===== src/rtl/alu_arbiter.sv =====
// rtl/alu_arbiter.sv - two-port arbiter/sequencer for the shared combinational alu
// Optional feature macro ALU_ARB_FIXED_PRIO_EN: fixed priority (port 0 first) instead of round-robin.
module alu_arbiter #(
  parameter int WIDTH = 4,
  parameter int SEL_W = 4
) (
  input  logic               clk,
  input  logic               rst,
  input  logic [1:0]         req_valid,
  output logic [1:0]         req_ready,
  input  logic [2*WIDTH-1:0] req_a,
  input  logic [2*WIDTH-1:0] req_b,
  input  logic [2*SEL_W-1:0] req_sel,
  output logic [WIDTH-1:0]   alu_a,
  output logic [WIDTH-1:0]   alu_b,
  output logic [SEL_W-1:0]   alu_sel,
  input  logic               alu_c,
  input  logic [WIDTH-1:0]   alu_out1,
  input  logic [WIDTH-1:0]   alu_out2,
  output logic               rsp_valid,
  input  logic               rsp_ready,
  output logic               rsp_id,
  output logic               rsp_c,
  output logic [WIDTH-1:0]   rsp_out1,
  output logic [WIDTH-1:0]   rsp_out2,
  output logic               rsp_err
);

  localparam logic [SEL_W-1:0] SEL_DIV = SEL_W'(3);

  typedef enum logic [1:0] {IDLE, ISSUE, RESP} state_t;

  state_t           state, state_nxt;
  logic             gnt;
  logic             accept;
  logic [WIDTH-1:0] sel_a, sel_b;
  logic [SEL_W-1:0] sel_op;
  logic             div_zero;

`ifdef ALU_ARB_FIXED_PRIO_EN
  always_comb gnt = ~req_valid[0];
`else
  logic last_grant;

  // Contention goes to the port that did not win last; a lone requester always wins.
  always_comb begin
    if (req_valid == 2'b11) gnt = ~last_grant;
    else                    gnt = ~req_valid[0];
  end

  always_ff @(posedge clk or posedge rst) begin
    if (rst)         last_grant <= 1'b1;
    else if (accept) last_grant <= gnt;
  end
`endif

  always_comb begin
    sel_a    = gnt ? req_a[2*WIDTH-1:WIDTH]   : req_a[WIDTH-1:0];
    sel_b    = gnt ? req_b[2*WIDTH-1:WIDTH]   : req_b[WIDTH-1:0];
    sel_op   = gnt ? req_sel[2*SEL_W-1:SEL_W] : req_sel[SEL_W-1:0];
    div_zero = (sel_op == SEL_DIV) && (sel_b == '0);
  end

  always_ff @(posedge clk or posedge rst) begin
    if (rst) state <= IDLE;
    else     state <= state_nxt;
  end

  always_comb begin
    state_nxt = state;
    case (state)
      IDLE:    if (accept) state_nxt = div_zero ? RESP : ISSUE;
      ISSUE:   state_nxt = RESP;
      RESP:    if (rsp_ready) state_nxt = IDLE;
      default: state_nxt = IDLE;
    endcase
  end

  // req_ready is gated by rst so outputs read zero while reset is held.
  always_comb begin
    req_ready = 2'b00;
    rsp_valid = 1'b0;
    if (state == IDLE && !rst) req_ready = req_valid & (gnt ? 2'b10 : 2'b01);
    if (state == RESP)         rsp_valid = 1'b1;
    accept = |(req_valid & req_ready);
  end

  always_ff @(posedge clk or posedge rst) begin
    if (rst) begin
      alu_a    <= '0;
      alu_b    <= '0;
      alu_sel  <= '0;
      rsp_id   <= 1'b0;
      rsp_c    <= 1'b0;
      rsp_out1 <= '0;
      rsp_out2 <= '0;
      rsp_err  <= 1'b0;
    end else begin
      if (accept) begin
        alu_a   <= sel_a;
        alu_b   <= sel_b;
        alu_sel <= sel_op;
        rsp_id  <= gnt;
        if (div_zero) begin
          rsp_err  <= 1'b1;
          rsp_c    <= 1'b0;
          rsp_out1 <= '0;
          rsp_out2 <= '0;
        end
      end
      if (state == ISSUE) begin
        rsp_c    <= alu_c;
        rsp_out1 <= alu_out1;
        rsp_out2 <= alu_out2;
        rsp_err  <= 1'b0;
      end
    end
  end

endmodule


===== config.mk =====
export PLATFORM = sky130hd
export DESIGN_NAME = alu_arbiter
export DESIGN_NICKNAME = d
export VERILOG_FILES = /design/src/rtl/alu_arbiter.sv
export SDC_FILE = /design/constraint.sdc
export NUM_CORES = 1
export LEC_CHECK = 0
export BUFFER_PORTS_ARGS = -buffer_cell sky130_fd_sc_hd__buf_2
export CORE_MARGIN = 2
export CORE_UTILIZATION = 35
export DETAILED_ROUTE_END_ITERATION = 10
export PLACE_DENSITY = 0.68
export SYNTH_ARGS = -nofsm -noshare
export SYNTH_HDL_FRONTEND = slang
export SYNTH_SLANG_ARGS = --single-unit

===== constraint.sdc =====
create_clock -name clk -period 1.4 [get_ports clk]
set_input_delay 0.14 -clock clk [delete_from_list [all_inputs] [get_ports clk]]
set_output_delay 0.14 -clock clk [all_outputs]
set_load 0.02 [all_outputs]

# Yosys cells after proc, flatten, opt, wreduce, memory -nomap -nowiden
# Index checks and enable logic that the tools add are counted.
# W data, S select, Z words.
[classes] eq_ne=6 mux=21 n_bitwise=4 reduce_logical=10
[op_table] cell="$mux W4" n=7
[op_table] cell="$mux W2" n=5
[op_table] cell="$mux W1" n=8
[op_table] cell="$pmux W2 S3" n=1
[op_table] cell="$and A2 B2 Y2" n=2
[op_table] cell="$eq A2 B2 Y1 const B" n=2
[op_table] cell="$eq A4 B2 Y1 const B" n=1
[op_table] cell="$logic_not A4 Y1" n=1
[op_table] cell="$ne A2 B2 Y1 const B" n=2
[op_table] cell="$reduce_and A2 Y1" n=2
[op_table] cell="$reduce_bool A2 Y1" n=2
[op_table] cell="$eq A2 B1 Y1 const B" n=1
[op_table] cell="$logic_and A1 B1 Y1" n=2
[op_table] cell="$logic_not A2 Y1" n=1
[op_table] cell="$not A1 Y1" n=2
[op_table] cell="$reduce_or A2 Y1" n=1
[op_table] cell="$logic_not A1 Y1" n=1
[totals] reg_bits=26 wordCells=51

# Depth between registers and ports, before layout
[depth] word_depth=9 mapped_depth=5 depth_no_buf=4

# Worst setup path after synthesis
# Ideal clock, no wire load.
[synth_path] path_type="reg-to-reg" startpoint="register state[0]" endpoint="register rsp_c" setup_time_ns=0.122 arrival_ns=1.412 t_required_ns=1.278 setup_slack_ns=-0.134 stages_incl_launch_ff=6 n_path_buf=1 synth_period_minus_slack_ns=1.534 cell_sequence="dfrtp_1 nor3_1 o21ai_1 a21oi_2 buf_4 o21ai_1"
[synth_via] elab_chain_cells=7 elab_cells_between_ends=10 classes_between="eq/ne (1); mux (2); bitwise (1); reduce/logical (6)"
[synth_lines] item="start: declaration" line_no="33" text="state_t state, state_nxt;"
[synth_lines] item="start signal: assignment" line_no="66" text="else state <= state_nxt;"
[synth_lines] item="$logic_not A2 Y1" line_no="83" text="if (state == IDLE && !rst) req_ready = req_valid & (gnt ? 2'b10 : 2'b01);"
[synth_lines] item="$logic_and A1 B1 Y1" line_no="83"
[synth_lines] item="$mux W2" line_no="83"
[synth_lines] item="$and A2 B2 Y2" line_no="85" text="accept = |(req_valid & req_ready);"
[synth_lines] item="$reduce_or A2 Y1" line_no="85"
[synth_lines] item="$reduce_bool A2 Y1 (no line)"
[synth_lines] item="$reduce_and A2 Y1 (no line)"
[synth_lines] item="end signal: assignment" line_no="112" text="rsp_c <= alu_c;"
[synth_lines] item="end: declaration" line_no="23" text="output logic rsp_c,"
# Several ways; a longest one is shown, not always the timed one.
# A chain may end at the register's enable or synchronous reset.

# Final worst setup path
[layout_path] startpoint="register state[1]" endpoint="output port req_ready[0]"
[layout_via] elab_chain_cells=3
[layout_lines] item="$logic_not A2 Y1" line_no="83"
[layout_lines] item="$logic_and A1 B1 Y1" line_no="83"
[layout_lines] item="$mux W2" line_no="83"
[layout_lines] item="end: declaration" line_no="10" text="output logic [1:0] req_ready,"
# No other way between the ends.

==> impl_metrics.sql <==
INSERT INTO impl_metrics (metric_group, metric, value, unit) VALUES
('sta', 'final_hold_violation_count', '0', ''),
('synth', 'synth_top_flop_cell', 'sky130_fd_sc_hd__dfrtp_1', ''),
('synth', 'synth-warning-count', '0', ''),
('clock_network', 'cts-buffers-inserted', '3', ''),
('cells_and_area', 'num-nets-final', '235', ''),
('sta', 'max_freq', '0.636', 'GHz'),
('synth', 'synth_top_cell_by_area', 'sky130_fd_sc_hd__dfrtp_1', ''),
('placed_design', 'dpl_worst_slack', '-0.154', 'ns'),
('clock_network', 'clk_root_buffer_cell', 'sky130_fd_sc_hd__clkbuf_4', ''),
('sta', 'finalCriticalPeriod', '1.57', 'ns'),
('power', 'cellLeakagePower', '0.971', 'nW'),
('flow_run', 'cap_violations', '0', ''),
('synth', 'yosysSeqAreaShare', '55.3', '%'),
('critical_path', 'worstPathArrival', '1.43', 'ns'),
('die', 'die_h', '62.0', 'µm'),
('cells_and_area', 'drive_gt1_share', '49.0', '%'),
('global_route', 'gr-total-overflow', '0', ''),
('sta', 'slew-limit-headroom', '57.5', '%'),
('critical_path', 'cell_at_the_slowest_stage_of_the_critical_path', 'sky130_fd_sc_hd__dfrtp_1', ''),
('clock_network', 'cts-htree-levels', '1', ''),
('placed_design', 'placedInstanceArea', '1590', 'µm²'),
('global_route', 'vias_in_the_first_global_route', '1031', ''),
('clock_network', 'cts.reportedPaths.clkPinSlew', '0.14', 'ns'),
('cells_and_area', 'fill_cells', '317', ''),
('critical_path', 'worst_path_max_stage_delay', '0.44', 'ns'),
('placed_design', 'hpwlAfterDp', '2.26', 'mm'),
('sta', 'timing.final.setup_violations', '13', ''),
('detailed_routing', 'routed_wire_length_per_instance', '12.1', 'µm'),
('power', 'p_per_area', '1810', 'nW/µm²'),
('detailed_routing', 'wirelength_met1', '1.22', 'mm'),
('die', 'design.portCount', '64', ''),
('placed_design', 'io_buffers', '63', ''),
('detailed_routing', 'topRoutingLayerUsed', 'met4', ''),
('run_status', 'violated_checks', 'setup timing', ''),
('clock_network', 'clock_sinks', '26', ''),
('sta', 'worst_pin_slew', '0.637', 'ns'),
('global_route', 'grt_max_degree', '25', ''),
('detailed_routing', 'wl_met3', '242', 'µm'),
('detailed_routing', 'drt-initial-drc-count', '44', ''),
('synth', 'synth_commonest_cells', '32 x sky130_fd_sc_hd__nand2_1, 25 x sky130_fd_sc_hd__dfrtp_1, 22 x sky130_fd_sc_hd__o21ai_1', ''),
('cells_and_area', 'syn2layout_area_growth', '51.7', '%'),
('synth', 'synth_enable_flop_cells', '0', ''),
('critical_path', 'timing.critical_path.fanout_max', '5', ''),
('critical_path', 'worstSetupEndpointType', 'output port', ''),
('synth', 'ys_async_sr_fraction', '100', '%'),
('synth', 'synth_area_per_cell', '9.74', 'µm²'),
('die', 'floorplan.initialDensity', '35.9', '%'),
('detailed_routing', 'drc', '0', ''),
('critical_path', 'r2r_setup_slack', '-0.12', 'ns'),
('synth', 'synth_most_common_cell', 'sky130_fd_sc_hd__nand2_1', ''),
('placed_design', 'placed_cells', '230', ''),
('sta', 'clock_skew', '0.0111', 'ns'),
('detailed_routing', 'routed-wl-met2', '1.43', 'mm'),
('synth', 'synthesis.instances', '121', ''),
('detailed_routing', 'routed_vias_inst', '4.73', ''),
('worst_hold_path', 'worst_hold_path_type', 'in2reg', ''),
('critical_path', 'critPathLaunchType', 'register', ''),
('synth', 'synth_cell_types', '25', ''),
('global_route', 'grtUsageTotal', '16.0', '%'),
('placed_design', 'globalplace.congestion', '0.781', ''),
('critical_path', 'cp_data_required_time', '1.26', 'ns'),
('synth', 'synth_top_area_share', '53.1', '%'),
('cells_and_area', 'antenna_cells_inserted', '0', ''),
('synth', 'synth.top_cells.by_area', 'sky130_fd_sc_hd__dfrtp_1 53%, sky130_fd_sc_hd__mux2i_1 10%, sky130_fd_sc_hd__nand2_1 10%', ''),
('detailed_routing', 'detailedRoute.firstPassIterationCount', '4', ''),
('clock_network', 'cts_tree', 'yes', ''),
('global_route', 'wire_length_of_the_first_global_routing_pass', '4.50', 'mm'),
('synth', 'syn-cell-area', '1180', 'µm²'),
('sta', 'timing.final.ws_setup', '-0.173', 'ns'),
('run_status', 'run_status', 'complete, but fails checks', ''),
('die', 'floorplan.die.width', '62.0', 'µm');
[critical path, delay by kind of cell (launching register included)]
| kind | cells | cell delay, ns |
|---|---|---|
| flip-flops | 1 | 0.44 |
| AND/OR/NAND/NOR | 2 | 0.40 |
| buffers and inverters | 2 | 0.27 |
[what timing repair did]
item                       4_1_cts  5_1_grt
resized for setup               15        9
pin swaps                        7        6
hold buffers                     1        0
buffers inserted                 2        4
hold endpoints to repair         5        0
cloned                           1        0
setup endpoints to repair        7       14
[cells in the final DEF (no fill, tap or decap), types with 3 or more instances in the layout]
master	instances
sky130_fd_sc_hd__buf_4	9
sky130_fd_sc_hd__nand2_1	31
sky130_fd_sc_hd__clkbuf_4	3
sky130_fd_sc_hd__buf_6	6
sky130_fd_sc_hd__o21ai_1	13
sky130_fd_sc_hd__buf_2	60
sky130_fd_sc_hd__dfrtp_1	25
sky130_fd_sc_hd__o21ai_2	9
sky130_fd_sc_hd__mux2i_1	12
[metal layers]
| metal | global-route usage, % | vias to the layer above |
|---|---|---|
| li1 | - | 567 |
| met1 | 20.0 | 522 |
| met2 | 27.4 | 50 |
| met3 | 3.31 | 5 |
| met4 | 5.47 | 0 |
| met5 | 0 | - |
[power breakdown]
part / internal (mW) / switching (mW)
clock: 0.290 / 0.221
combinational: 0.619 / 0.873
sequential: 1.07 / 0.167
total: 1.98 / 1.26
[layout make-up]
cell class	instances	area [µm²]	area share, %
sequential	26	652	36.5
clock buffer	3	22.5	1.26
timing repair buffer	77	465	26.0
tap	46	57.6	3.22
clock inverter	1	30.0	1.68
inverter	2	7.51	0.420
multi-input combinational	87	553	30.9
[stage by stage]
step / setup TNS (ns) / hold WS (ns) / util, %
floorplan: 0 / 0.179 / -
global placement: -1.51 / 0.0764 / 48.3
detailed placement: -1.53 / 0.0819 / 48.3
CTS: -1.18 / 0.00903 / 52.5
global route: -2.19 / 0.00394 / 54.4
finish: -1.45 / 0.00687 / 54.4
[registers in the layout, indices dropped and copies added (netlist names)]
| name | flops |
|---|---|
| state | 2 |
| alu_b | 4 |
| alu_a | 4 |
| rsp_out1 | 4 |
| last_grant | 1 |
| rsp_out2 | 4 |
| alu_sel | 4 |
| rsp_c | 1 |
| rsp_id | 1 |
| rsp_err | 1 |
[worst paths after layout]
kind                                end  cells after the start  startpoint
max                        req_ready[0]                      4    state[1]
min                               rsp_c                      3       alu_c
max reg2reg                 rsp_out2[1]                      6  last_grant
min reg2reg                    alu_a[3]                      2    alu_a[3]
max in group asynchronous      alu_a[2]                      4         rst
min in group asynchronous        rsp_id                      3         rst
[cells by family after synthesis]
| logic type | after synthesis | share of synthesized area (%) |
|---|---|---|
| compound gates | 29 | 13.6 |
| buf+inv | 8 | 2.97 |
| flops | 26 | 55.3 |
| mux | 12 | 10.2 |
| simple gates | 46 | 17.9 |
Power figures use the tool's default switching activity.
